[config.mk]
export PLATFORM = sky130hd
export DESIGN_NAME = stack_op_sequencer
export DESIGN_NICKNAME = d
export VERILOG_FILES = /design/src/rtl/stack_pkg.sv /design/src/rtl/stack_alu.sv /design/src/rtl/stack_op_sequencer.sv
export SDC_FILE = /design/constraint.sdc
export NUM_CORES = 1
export LEC_CHECK = 0
export BUFFER_PORTS_ARGS = -buffer_cell sky130_fd_sc_hd__buf_4
export CAP_MARGIN = 20
export CORE_AREA = 2 2 141 143
export CTS_CLUSTER_SIZE = 12
export DETAILED_ROUTE_END_ITERATION = 6
export DIE_AREA = 0 0 143 145
export PLACE_DENSITY = 0.47
export SYNTH_ARGS = -nofsm -noshare
export SYNTH_HDL_FRONTEND = slang
export SYNTH_HIERARCHICAL = 1
export SYNTH_SLANG_ARGS = --single-unit
[constraint.sdc]
create_clock -name clk -period 10.4 [get_ports clk]
set_input_delay 2.08 -clock clk [delete_from_list [all_inputs] [get_ports clk]]
set_output_delay 2.08 -clock clk [all_outputs]
set_load 0.01 [all_outputs]
[src/rtl/stack_pkg.sv]
// Shared definitions for the stack blocks: opcodes, default sizes,
// per-opcode pop/push counts and the sequencer FSM state encoding.
package stack_pkg;

    localparam int DW_DEF    = 16;
    localparam int DEPTH_DEF = 32;

    localparam logic [3:0] OP_NOP   = 4'd0;
    localparam logic [3:0] OP_PUSHI = 4'd1;
    localparam logic [3:0] OP_DROP  = 4'd2;
    localparam logic [3:0] OP_DUP   = 4'd3;
    localparam logic [3:0] OP_ADD   = 4'd4;
    localparam logic [3:0] OP_SUB   = 4'd5;
    localparam logic [3:0] OP_AND   = 4'd6;
    localparam logic [3:0] OP_OR    = 4'd7;
    localparam logic [3:0] OP_XOR   = 4'd8;
    localparam logic [3:0] OP_SWAP  = 4'd9;

    typedef enum logic [3:0] {
        ST_IDLE,
        ST_CHECK,
        ST_POP1,
        ST_CAP1,
        ST_POP2,
        ST_CAP2,
        ST_EXEC,
        ST_PUSH1,
        ST_PUSH2,
        ST_DONE
    } seq_state_e;

    // How many words an opcode consumes and produces; legal=0 for 10..15.
    typedef struct packed {
        logic [1:0] pops;
        logic [1:0] pushes;
        logic       legal;
    } op_cnt_t;

    function automatic op_cnt_t op_counts(input logic [3:0] op);
        op_cnt_t c;
        c = '{pops: 2'd0, pushes: 2'd0, legal: 1'b1};
        case (op)
            OP_NOP:   c = '{pops: 2'd0, pushes: 2'd0, legal: 1'b1};
            OP_PUSHI: c = '{pops: 2'd0, pushes: 2'd1, legal: 1'b1};
            OP_DROP:  c = '{pops: 2'd1, pushes: 2'd0, legal: 1'b1};
            OP_DUP:   c = '{pops: 2'd1, pushes: 2'd2, legal: 1'b1};
            OP_ADD, OP_SUB, OP_AND, OP_OR, OP_XOR:
                      c = '{pops: 2'd2, pushes: 2'd1, legal: 1'b1};
            OP_SWAP:  c = '{pops: 2'd2, pushes: 2'd2, legal: 1'b1};
            default:  c = '{pops: 2'd0, pushes: 2'd0, legal: 1'b0};
        endcase
        return c;
    endfunction

    function automatic logic is_alu_op(input logic [3:0] op);
        return (op >= OP_ADD) && (op <= OP_XOR);
    endfunction

endpackage

[src/rtl/stack_alu.sv]
// Combinational 16-bit stack ALU: result = A op B, modulo 2^DW, no flags.
module stack_alu
    import stack_pkg::*;
#(
    parameter int DW = DW_DEF
) (
    input  logic [DW-1:0] a,
    input  logic [DW-1:0] b,
    input  logic [3:0]    op,
    output logic [DW-1:0] result
);

    logic [DW-1:0] and_w;
    logic [DW-1:0] or_w;
    logic [DW-1:0] xor_w;

    for (genvar gi = 0; gi < DW; gi++) begin : g_bit
        assign and_w[gi] = a[gi] & b[gi];
        assign or_w[gi]  = a[gi] | b[gi];
        assign xor_w[gi] = a[gi] ^ b[gi];
    end

    // Select the operation; non-ALU opcodes yield zero.
    always_comb begin
        result = '0;
        case (op)
            OP_ADD:  result = a + b;
            OP_SUB:  result = a - b;
            OP_AND:  result = and_w;
            OP_OR:   result = or_w;
            OP_XOR:  result = xor_w;
            default: result = '0;
        endcase
    end

endmodule

[src/rtl/stack_op_sequencer.sv]
// Command front-end for the LIFO stack: accepts one opcode per handshake,
// pops operands, runs the ALU, pushes results and reports per command.
// Occupancy is tracked locally so illegal pops/pushes never reach the stack.
module stack_op_sequencer
    import stack_pkg::*;
#(
    parameter int DW    = DW_DEF,
    parameter int DEPTH = DEPTH_DEF
) (
    input  logic                      clk,
    input  logic                      rst_n,
    input  logic                      cmd_valid,
    output logic                      cmd_ready,
    input  logic [3:0]                cmd_op,
    input  logic [DW-1:0]             cmd_imm,
    output logic                      stk_push,
    output logic                      stk_pop,
    output logic [DW-1:0]             stk_wdata,
    input  logic [DW-1:0]             stk_top,
    output logic                      rsp_valid,
    output logic [DW-1:0]             rsp_data,
    output logic                      rsp_err,
    output logic [$clog2(DEPTH):0]    occupancy
);

    localparam int OCC_W = $clog2(DEPTH) + 1;

    seq_state_e       state_q, state_d;
    logic [3:0]       op_q, op_d;
    logic [DW-1:0]    imm_q, imm_d;
    logic [DW-1:0]    b_q, b_d;
    logic [DW-1:0]    res_q, res_d;
    logic             err_q, err_d;
    logic [OCC_W-1:0] occ_q, occ_d;

    op_cnt_t          op_cnt;
    logic [DW-1:0]    alu_res;
    logic [OCC_W:0]   after_push;
    logic [OCC_W:0]   push_limit;
    logic             check_err;

    assign op_cnt = op_counts(op_q);

    // One extra bit so occupancy+pushes cannot wrap; the comparison
    // occ+pushes > DEPTH+pops avoids a subtraction that could underflow.
    assign after_push = {1'b0, occ_q} + (OCC_W+1)'(op_cnt.pushes);
    assign push_limit = (OCC_W+1)'(DEPTH) + (OCC_W+1)'(op_cnt.pops);
    assign check_err  = !op_cnt.legal
                     || (occ_q < OCC_W'(op_cnt.pops))
                     || (after_push > push_limit);

    // Operand A comes straight from the stack output in EXEC.
    stack_alu #(.DW(DW)) u_alu (
        .a      (stk_top),
        .b      (b_q),
        .op     (op_q),
        .result (alu_res)
    );

    // Ready is withheld while reset is asserted so every output reads 0.
    assign cmd_ready = (state_q == ST_IDLE) && rst_n;
    assign occupancy = occ_q;

    // State and datapath registers.
    always_ff @(posedge clk or negedge rst_n) begin
        if (!rst_n) begin
            state_q <= ST_IDLE;
            op_q    <= '0;
            imm_q   <= '0;
            b_q     <= '0;
            res_q   <= '0;
            err_q   <= 1'b0;
            occ_q   <= '0;
        end else begin
            state_q <= state_d;
            op_q    <= op_d;
            imm_q   <= imm_d;
            b_q     <= b_d;
            res_q   <= res_d;
            err_q   <= err_d;
            occ_q   <= occ_d;
        end
    end

    // Next-state, strobes and response; states an opcode does not need are skipped.
    always_comb begin
        state_d   = state_q;
        op_d      = op_q;
        imm_d     = imm_q;
        b_d       = b_q;
        res_d     = res_q;
        err_d     = err_q;
        occ_d     = occ_q;
        stk_push  = 1'b0;
        stk_pop   = 1'b0;
        stk_wdata = '0;
        rsp_valid = 1'b0;
        rsp_data  = '0;
        rsp_err   = 1'b0;

        case (state_q)
            ST_IDLE: begin
                if (cmd_valid) begin
                    op_d    = cmd_op;
                    imm_d   = cmd_imm;
                    err_d   = 1'b0;
                    res_d   = '0;
                    state_d = ST_CHECK;
                end
            end
            ST_CHECK: begin
                if (check_err) begin
                    err_d   = 1'b1;
                    res_d   = '0;
                    state_d = ST_DONE;
                end else if (op_cnt.pops != 2'd0) begin
                    state_d = ST_POP1;
                end else if (op_cnt.pushes != 2'd0) begin
                    res_d   = imm_q;
                    state_d = ST_PUSH1;
                end else begin
                    state_d = ST_DONE;
                end
            end
            ST_POP1: begin
                stk_pop = 1'b1;
                state_d = ST_CAP1;
            end
            ST_CAP1: begin
                // B is the old top; DROP/DUP report it directly.
                b_d = stk_top;
                if (op_cnt.pops == 2'd2) begin
                    state_d = ST_POP2;
                end else begin
                    res_d   = stk_top;
                    state_d = (op_cnt.pushes != 2'd0) ? ST_PUSH1 : ST_DONE;
                end
            end
            ST_POP2: begin
                stk_pop = 1'b1;
                state_d = is_alu_op(op_q) ? ST_EXEC : ST_CAP2;
            end
            ST_CAP2: begin
                // SWAP: A becomes the new top and the reported value.
                res_d   = stk_top;
                state_d = ST_PUSH1;
            end
            ST_EXEC: begin
                res_d   = alu_res;
                state_d = ST_PUSH1;
            end
            ST_PUSH1: begin
                // Two-push ops lay down B first, then res_q on top.
                stk_push  = 1'b1;
                stk_wdata = (op_cnt.pushes == 2'd2) ? b_q : res_q;
                state_d   = (op_cnt.pushes == 2'd2) ? ST_PUSH2 : ST_DONE;
            end
            ST_PUSH2: begin
                stk_push  = 1'b1;
                stk_wdata = res_q;
                state_d   = ST_DONE;
            end
            ST_DONE: begin
                rsp_valid = 1'b1;
                rsp_err   = err_q;
                rsp_data  = err_q ? '0 : res_q;
                state_d   = ST_IDLE;
            end
            default: state_d = ST_IDLE;
        endcase

        if (stk_pop) begin
            occ_d = occ_q - OCC_W'(1);
        end else if (stk_push) begin
            occ_d = occ_q + OCC_W'(1);
        end
    end

endmodule
==> impl_results.md, run 1 <==
- Net count after synthesis: 703
- Grt met2 use: 27.5%
- Final Max Slew Viols: 0
- Synth Register Bits: 63
- Pwr Total: 2.37 mW
- Met1 global-route usage: 24.6%
- Detailed-route vias per instance: 5.19
- Leakage power total: 3.14 nW
- DR WL/cell: 18.6 um
- HP Class: flip-flop to flip-flop
- Input/output buffers: 81
- Inserted Clock Buffers: 9
- Initial antenna violation count: 0
- CTS Hold Bufs: 0
- Instance count of the mapped netlist: 604
- CTS resizes: 0
- Met3 usage: 2.74%
- Core outline area: 19200 um^2
- Most frequent cells in the layout: buf_4 (90), dfrtp_1 (63), ha_1 (57), inv_1 (48), mux2_2 (45)
- Largest net degree at the start of global routing: 58
- Cell Area, Synth: 5660 um^2
- Critical path data required time: 8.32 ns
- Hold depth: 1
- Seq/Total Area, Yosys: 27.9%
- Layout Nets: 779
- Yosys top cell by area: dfrtp_1
- Clk slew on worst S/H paths: 0.06 ns
- Main synth FF type: dfrtp_1
- Mean area per synthesized cell: 9.37 um^2
- Reg-to-reg endpoint: res_q[15]
- Crit-path slowest cell: dfrtp_1
- Period utilisation layout: 48.3%
- CP most frequent cell: buf_4
- N_diodes: 0
- Row count: 51
- Antenna-violating nets left: 0
- GP Congestion: 0.871
- Critical path arrival: 2.94 ns
- CP max FO: 24
- # Max-Cap Violations: 0
- CTS H-tree lvls: 3
- Die Area: 20700 um^2
- Layout Skew: 0.0119 ns
- Tmin final: 5.02 ns
- Top-area cell type share of the netlist area: 27.9%
- Number of global-route vias before repair: 5007
- Syn. warnings: 6
- Final setup fails: 0
- Hold Worst Slack: 0.503 ns
- Die span in y: 145 um
- Final wirelength: 17600 um
- Clk Latency, worst-skew pair: 0.35 ns
- Finished Layout Cells: 950
- Commonest non-fill, non-tap cell in the layout: buf_4
- Count of cell types in the netlist: 68
- R2R setup slack: 5.77 ns
- Max_slew headroom: 31.8%
- # placed instances: 933
- Largest stage delay on the critical path: 0.98 ns
- Cell breakdown of the critical path: inv_1 > nor3b_1 > nor2b_1 > buf_4 > and2_1 > buf_4
- RSZ-0062 raised after global routing: no
- Iteration-0 DRC Markers: 357
- Reg-to-Reg Start: op_q[3]
- Drt pass-1 iters: 5
- CTS tree: built
- # Post-CTS Setup Buffers: 0
- Tightest Pin Transition: 1.02 ns
- Crit Path Class: flip-flop to output port
- Root Buffer: clkbuf_16
- Outcome: finished, final reports clean
- Residual DRC: 0
- Final TNS setup: 0 ns
- Hold Vio Cnt, Final: 0
- Via count: 4931
- Clk buf depth: 2
- Post-synth EDFFs: 0
- Largest cells by area after synthesis: dfrtp_1 (28%), ha_1 (13%), mux2_2 (9.0%), xnor2_1 (3.6%), inv_1 (3.2%)
- Die W: 143 um
- Share of cells above drive strength 1: 26.7%
- Area growth, synth to finish: 22.5%
- Busiest grt layer: met2
- F_max: 199 MHz
- VDD IR-drop max: 0.139 mV
- Total GRT Usage: 17.3%
- Worst hold endpoint: err_q
- Synth async-reset ratio: 100%
- CP startpoint kind: flip-flop
- Hpwl dp: 13300 um
- Power per cell area: 342 nW/um^2
- FILL cells: 1997
- Clk sinks: 63
- Ports: 82
- Reg2Reg Depth: 15
- Min-Delay Startpoint: err_q
- Overflow after GRT: 0
- CP Capture Type: output port
- Initial Util: 29.5%
- First-pass GRT wire length: 28200 um
==> where the power goes <==
part           switching (mW)  internal, mW  leakage, nW  total [mW]
clock                   0.126         0.213        0.161       0.339
combinational           0.823         0.690         2.20        1.51
sequential              0.171         0.352        0.777       0.523
total                    1.12          1.25         3.14        2.37
==> synth_stat cells (12+ instances only) <==
cell / instances
nand2_1: 31
inv_1: 48
nor2_1: 33
mux2_2: 45
ha_1: 57
clkbuf_1: 17
a22o_1: 16
and2_1: 20
a211oi_1: 12
xnor2_1: 23
a22oi_1: 16
o2bb2ai_1: 16
o21ai_0: 31
a21oi_1: 35
dfrtp_1: 63
xor2_1: 12
==> area by class of cell <==
cell class	count	area (um^2)	share of cell area (%)
multi-input combinational	466	3790	54.6
clock inverter	7	104	1.50
sequential	63	1580	22.7
timing repair buffer	92	731	10.5
inverter	48	180	2.60
clock buffer	9	225	3.25
tap	265	332	4.78
==> cell families (layout without fill, tap and decap cells) <==
logic type | after synthesis | after routing | share of synthesized area [%]
AOI/OAI and AO/OA | 174 | 174 | 22.2
and+or+nand+nor | 137 | 137 | 13.0
buffers and inverters | 75 | 156 | 5.39
DFF | 63 | 63 | 27.9
adders and majority gates | 60 | 60 | 13.7
muxes | 60 | 60 | 12.5
xor gates and xnor gates | 35 | 35 | 5.42
==> metal layers <==
metal  vias to the layer above  part of all wire [%]
met5                         -                     0
met4                         0                   1.0
met3                        10                   4.0
met2                       136                    47
met1                      2436                    48
li1                       2349                     -
==> sequential cells by signal, summed over array words and instances (netlist names) <==
name and count:
b_q 16, imm_q 16, res_q 16, occupancy 6
op_q 4, state_q 4, err_q 1
==> metrics by stage <==
| stage | setup WS (ns) | cell area (um^2) | utilization [%] |
|---|---|---|---|
| CTS | 5.28 | 6910 | 36.0 |
| global route | 5.16 | 6930 | 36.1 |
| global placement | 5.59 | 6550 | 34.1 |
| floorplan | 6.06 | 5660 | - |
| finish | 5.38 | 6930 | 36.1 |
| detailed placement | 5.58 | 6580 | 34.2 |
==> worst max-delay path by stage <==
stage / end / depth (start not counted) / from
detailed placement: res_q[12] / 14 / stk_top[0]
global placement: res_q[14] / 14 / stk_top[0]
floorplan: res_q[15] / 11 / stk_top[3]
finish: rsp_data[5] / 6 / state_q[3]
CTS: rsp_data[5] / 6 / state_q[3]
global route: rsp_data[5] / 6 / state_q[3]
==> worst max-delay path: cells and delay by family (launching register included) <==
family / cells / cell delay, ns
simple gates: 3 / 0.93
buf+inv: 3 / 0.69
flops: 1 / 0.98
No activity file was read; power rests on OpenSTA's default activity.
==> run 2: changes to the inputs <==
- ABC_AREA: not set -> 1
- CORE_AREA: 2 2 141 143 -> 2 2 145 147
- DIE_AREA: 0 0 143 145 -> 0 0 147 149
- PLACE_DENSITY: 0.47 -> 0.48
- clock period: 10.4 -> 4.17 ns (I/O delays scaled with it)
==> run 2 against run 1 <==
  * Clock skew shrank 0.0056 ns
  * Design area grew 3.1%
  * Synthesized area grew 5.9%
  * Count of clock-buffer cells in the layout grew 4
  * Clock power grew 130%
  * First-iteration DRC count grew 17%
  * Hold slack lost 0.027 ns
  * Largest cell class unchanged
==> impl_results.md, run 2 <==
- CTS Hold Bufs: 0
- Cell Area, Synth: 5990 um^2
- VDD IR-drop max: 0.295 mV
- Row count: 53
- CTS resizes: 0
- Busiest grt layer: met2
- Clk buf depth: 2
- CP startpoint kind: flip-flop
- Root Buffer: clkbuf_16
- Layout Skew: 0.00635 ns
- Clk sinks: 63
- Initial antenna violation count: 0
- Period utilisation layout: 86.7%
- Critical path buffers and inverters: 2
- GP Congestion: 0.805
- Hpwl dp: 14100 um
- Critical path arrival: 2.78 ns
- Final setup fails: 0
- Synth async-reset ratio: 100%
- # Post-CTS Setup Buffers: 0
- Post-synthesis compound-gate area fraction: 11.8%
- Clock share of power: 14.5%
- Number of global-route vias before repair: 5479
- Adder-cell area share of the yosys netlist: 12.9%
- Residual DRC: 0
- Top-area cell type share of the netlist area: 26.3%
- Core outline area: 20600 um^2
- Tmin final: 3.62 ns
- Antenna-violating nets left: 0
- Outcome: finished, final reports clean
- Hold Vio Cnt, Final: 0
- XOR/XNOR share of the synthesized area: 2.92%
- Inserted Clock Buffers: 9
- Largest stage delay on the critical path: 0.53 ns
- Simple-gate portion of the synthesized area: 36.0%
- Net count after synthesis: 991
- Leakage power total: 3.85 nW
- Cell breakdown of the critical path: nor2_1 > nand2_2 > nand2_1 > nand2_2 > inv_2 > nor3_2 > nor2_2 > o21ai_0 > buf_4
- Largest net degree at the start of global routing: 64
- CP max FO: 18
- Flop pwr share: 21.5%
- CTS H-tree lvls: 3
- CP most frequent cell: nand2_2
- Syn. warnings: 6
- Drt pass-1 iters: 5
- Via count: 5766
- Iteration-0 DRC Markers: 417
- Net Sw Frac: 52.5%
- RSZ-0062 raised after global routing: no
- F_max: 277 MHz
- Area growth, synth to finish: 19.3%
- CTS tree: built
- DR WL/cell: 14.8 um
- Final Max Slew Viols: 0
- Input/output buffers: 81
- Final wirelength: 18400 um
- Seq/Total Area, Yosys: 26.3%
- Total GRT Usage: 16.8%
- Met3 usage: 1.68%
- Comb power frac: 64.0%
- Synth Register Bits: 63
- Hold depth: 2
- Power per cell area: 764 nW/um^2
- Share of cells above drive strength 1: 15.9%
- Initial Util: 29.2%
- Die W: 147 um
- Switch Pwr: 2.87 mW
- Final TNS setup: 0 ns
- Largest cells by area after synthesis: dfrtp_1 (26%), nand2_1 (19%), ha_1 (12%), inv_1 (7.1%), nand3_1 (4.6%)
- Die Area: 21900 um^2
- Cell Area, Placed: 6830 um^2
- CP Capture Type: output port
- Max_slew headroom: 43.2%
- Yosys top cell by area: dfrtp_1
- Grt met2 use: 27.9%
- Detailed-route vias per instance: 4.63
- Ports: 82
- Commonest non-fill, non-tap cell in the layout: nand2_1
- Biggest regs: b_q (16), imm_q (16), res_q (16)
- Mean area per synthesized cell: 6.72 um^2
- Met1 global-route usage: 23.7%
- # Max-Cap Violations: 0
- N_diodes: 0
- Commonest cells in the netlist: nand2_1 (303), inv_1 (114), nor2_1 (66), dfrtp_1 (63), ha_1 (57)
- Crit Path Class: flip-flop to output port
- Stages on the worst setup path: 9
- Instance count of the mapped netlist: 892
- Clk Latency, worst-skew pair: 0.33 ns
- Post-synth EDFFs: 0
- CP delay by family, top: simple AND/OR/NAND/NOR gates
- Overflow after GRT: 0
- Top-count cell post-synth: nand2_1
- Combinational family with the most area after synthesis: simple AND/OR/NAND/NOR gates
- Clk slew on worst S/H paths: 0.05 ns
- Crit-path slowest cell: nor2_2
- Post-route cell area: 7150 um^2
- Hold Worst Slack: 0.476 ns
- Most frequent cells in the layout: nand2_1 (303), inv_1 (114), buf_4 (84), nor2_1 (66), dfrtp_1 (63)
- Post-synthesis mux area share: 0%
- First-pass GRT wire length: 29200 um
- Die span in y: 149 um
- Int Power: 2.59 mW
- Reg2Reg Depth: 23
- Layout Nets: 1064
- Count of cell types in the netlist: 45
- HP Class: flip-flop to flip-flop
- Tightest Pin Transition: 0.853 ns
- Main synth FF type: dfrtp_1
- Critical path data required time: 3.34 ns
run 2: power groups by stage:
stage | logic, mW | registers, mW | clock network [mW]
2_1_floorplan | 2.75 | 1.10 | 0
3_3_place_gp | 3.48 | 1.19 | 0
3_5_place_dp | 3.50 | 1.19 | 0
4_1_cts | 3.51 | 1.18 | 0.802
5_1_grt | 4.02 | 1.22 | 0.827
6_report | 3.49 | 1.18 | 0.790
run 2: metal layers:
layer  share of wire [%]  up-vias
met5                   0        -
met3                 2.9       12
met2                  46      105
met1                  50     2641
li1                    -     3008
met4                0.99        0
run 2: cell type report:
cell class,count,area [um^2]
clock buffer,13,270
clock inverter,3,40.0
fill,2299,13400
inverter,125,473
multi-input combinational,682,3810
sequential,63,1580
tap,275,344
timing repair buffer,84,631
run 2: worst paths after layout:
kind | start | to | slack [ns]
worst min-delay path | imm_q[9] | imm_q[9] | 0.48
worst max register to register | op_q[3] | res_q[1] | 0.61
min in group asynchronous | rst_n | occupancy[0] | 0.69
worst min register to register | imm_q[9] | imm_q[9] | 0.48
worst max-delay path | op_q[3] | stk_wdata[5] | 0.55
max in group asynchronous | rst_n | imm_q[10] | 2.92
run 2: cell families (layout without fill, tap and decap cells):
kind of cell / Yosys count / in the layout
compound gates: 111 / 111
xor+xnor: 20 / 20
fa+ha+maj: 60 / 60
buf+inv: 147 / 225
flops: 63 / 63
simple gates: 491 / 491
run 2: worst register-to-register path, delay by kind of cell (launching register included):
family	cells	cell delay, ns
compound gates	1	0.14
simple gates	14	1.43
buf+inv	5	0.41
flops	1	0.55
fa+ha+maj	3	0.92
run 2: stage by stage:
step	cells	utilization, %	setup WS [ns]	power, mW
2_1_floorplan	892	-	1.09	3.85
3_3_place_gp	1228	33.2	0.677	4.66
3_5_place_dp	1228	33.2	0.586	4.69
4_1_cts	1244	34.7	0.555	5.49
5_1_grt	1245	34.8	0.158	6.07
6_report	1245	34.8	0.553	5.46
==> run 3: changes to the inputs <==
- CORE_AREA: 2 2 145 147 -> 5 5 148 150
- DIE_AREA: 0 0 147 149 -> 0 0 153 155
- MAX_ROUTING_LAYER: not set -> met4
- PLACE_DENSITY: 0.48 -> 0.47
- clock period: 4.17 -> 4.4 ns (I/O delays scaled with it)
==> run 3 against run 2 <==
  * Via count rose by 0.24%
  * Clock skew rose by 0.0022 ns
  * Sequential power fell by 4%
  * Hold slack improved by 0.0049 ns
  * Die area rose by 8.3%
  * Total power fell by 6.1%
  * Core utilization fell by 0.20 points
  * First-iteration DRC count fell by 14%
  * Design area fell by 0.58%
==> impl_results.md, run 3 (synthesis gave the netlist of run 2 again) <==
- Max_slew headroom: 41.3%
- Min-Delay Startpoint: imm_q[5]
- Hpwl dp: 14900 um
- Power per cell area: 721 nW/um^2
- Crit-path slowest cell: nor2_2
- First-pass GRT wire length: 30800 um
- Antenna-violating nets left: 0
- Input/output buffers: 81
- # Post-CTS Setup Buffers: 0
- Residual DRC: 0
- Final wirelength: 19100 um
- Reg-to-reg endpoint: res_q[9]
- Clk sinks: 63
- CP delay by family, top: simple AND/OR/NAND/NOR gates
- Leakage power total: 3.82 nW
- Iteration-0 DRC Markers: 358
- Share of cells above drive strength 1: 15.8%
- Overflow after GRT: 0
- Die Area: 23700 um^2
- Clk buf depth: 2
- Layout Nets: 1063
- Drt pass-1 iters: 6
- FILL cells: 2315
- Ports: 82
- CTS tree: built
- CTS resizes: 0
- CP most frequent cell: nand2_2
- Finished Layout Cells: 1244
- Cell breakdown of the critical path: nor2_1 > nand2_2 > nand2_1 > nand2_2 > inv_2 > nor3_2 > nor2_2 > o21ai_0 > buf_4
- CP Capture Type: output port
- CP max FO: 18
- Hold Vio Cnt, Final: 0
- HP Class: flip-flop to flip-flop
- Final setup fails: 0
- Final TNS setup: 0 ns
- Die W: 153 um
- # placed instances: 1228
- Reg-to-Reg Start: op_q[1]
- Critical path buffers and inverters: 2
- Inserted Clock Buffers: 9
- Hold Worst Slack: 0.481 ns
- Initial Util: 29.2%
- Layout Skew: 0.00857 ns
- DR WL/cell: 15.4 um
- Die span in y: 155 um
- Worst hold endpoint: imm_q[5]
- Hold depth: 2
- Row count: 53
- Clk slew on worst S/H paths: 0.05 ns
- VDD IR-drop max: 0.249 mV
- Core outline area: 20600 um^2
- Most frequent cells in the layout: nand2_1 (303), inv_1 (114), buf_4 (83), nor2_1 (66), dfrtp_1 (63)
- Pwr Total: 5.12 mW
- Total GRT Usage: 16.6%
- Reg2Reg Depth: 24
- Biggest regs: b_q (16), imm_q (16), res_q (16)
- N_diodes: 0
- Setup ws final: 0.790 ns
- Tightest Pin Transition: 0.880 ns
- Tmin final: 3.61 ns
- CTS H-tree lvls: 3
- Number of global-route vias before repair: 5627
- Period utilisation layout: 82.0%
- Root Buffer: clkbuf_16
- Critical path arrival: 2.73 ns
- Final Max Slew Viols: 0
- Area growth, synth to finish: 18.6%
- R2R setup slack: 0.82 ns
- Detailed-route vias per instance: 4.65
- Initial antenna violation count: 0
- CTS Hold Bufs: 0
- Critical path data required time: 3.52 ns
- RSZ-0062 raised after global routing: no
- Outcome: finished, final reports clean
- Clk Latency, worst-skew pair: 0.34 ns
- Crit Path Class: flip-flop to output port
- Via count: 5780
- CP startpoint: op_q[3]
- Largest net degree at the start of global routing: 64
- GP Congestion: 0.847
- F_max: 277 MHz
- Commonest non-fill, non-tap cell in the layout: nand2_1
- Largest stage delay on the critical path: 0.54 ns
- Place WS: 0.794 ns
- CP startpoint kind: flip-flop
- # Max-Cap Violations: 0
[run 3: changes by cell type in the layout (fill, tap and decap cells not counted)]
| cell | previous run | this run |
|---|---|---|
| clkinvlp_4 | 0 | 2 |
| bufinv_16 | 1 | 0 |
| clkinv_4 | 0 | 1 |
| buf_4 | 84 | 83 |
| clkbuf_8 | 3 | 1 |
[run 3: how the worst max path moves through the flow]
stage / to / slack, ns / cells past startpoint
2_1_floorplan: res_q[10] / 1.32 / 24
3_3_place_gp: res_q[3] / 0.89 / 23
3_5_place_dp: res_q[5] / 0.79 / 23
4_1_cts: stk_wdata[5] / 0.78 / 9
5_1_grt: res_q[0] / 0.37 / 24
6_report: stk_wdata[5] / 0.79 / 9
[run 3: cell type report]
cell class	instances	area, um^2	share of cell area (%)
clock inverters	5	33.8	0.475
repair buffers	83	623	8.77
clock buffers	11	243	3.42
flip-flops and latches	63	1580	22.2
multi-input cells	682	3810	53.7
well taps	275	344	4.84
inverters	125	473	6.65
[run 3: power breakdown]
part	total [mW]	leakage [nW]	switching (mW)	internal [mW]
clock	0.678	0.132	0.282	0.396
sequential	1.13	0.799	0.316	0.816
combinational	3.31	2.89	2.16	1.16
[run 3: metrics by stage]
step | util [%] | instance area [um^2]
2_1_floorplan | - | 5990
3_3_place_gp | 33.2 | 6830
3_5_place_dp | 33.2 | 6830
4_1_cts | 34.6 | 7110
5_1_grt | 34.6 | 7110
6_report | 34.6 | 7110
[run 3: worst min-delay path, delay by kind of cell (launching register included)]
kind	cells	cell delay (ns)
simple gates	2	0.10
flops	1	0.34
[run 3: per-layer routing]
metal | vias up | global-route usage (%) | wire, um
li1 | 3002 | - | -
met1 | 2663 | 22.9 | 9500
met2 | 93 | 26.2 | 8800
met3 | 22 | 1.34 | 444
met4 | 0 | 4.96 | 361
met5 | - | - | 0
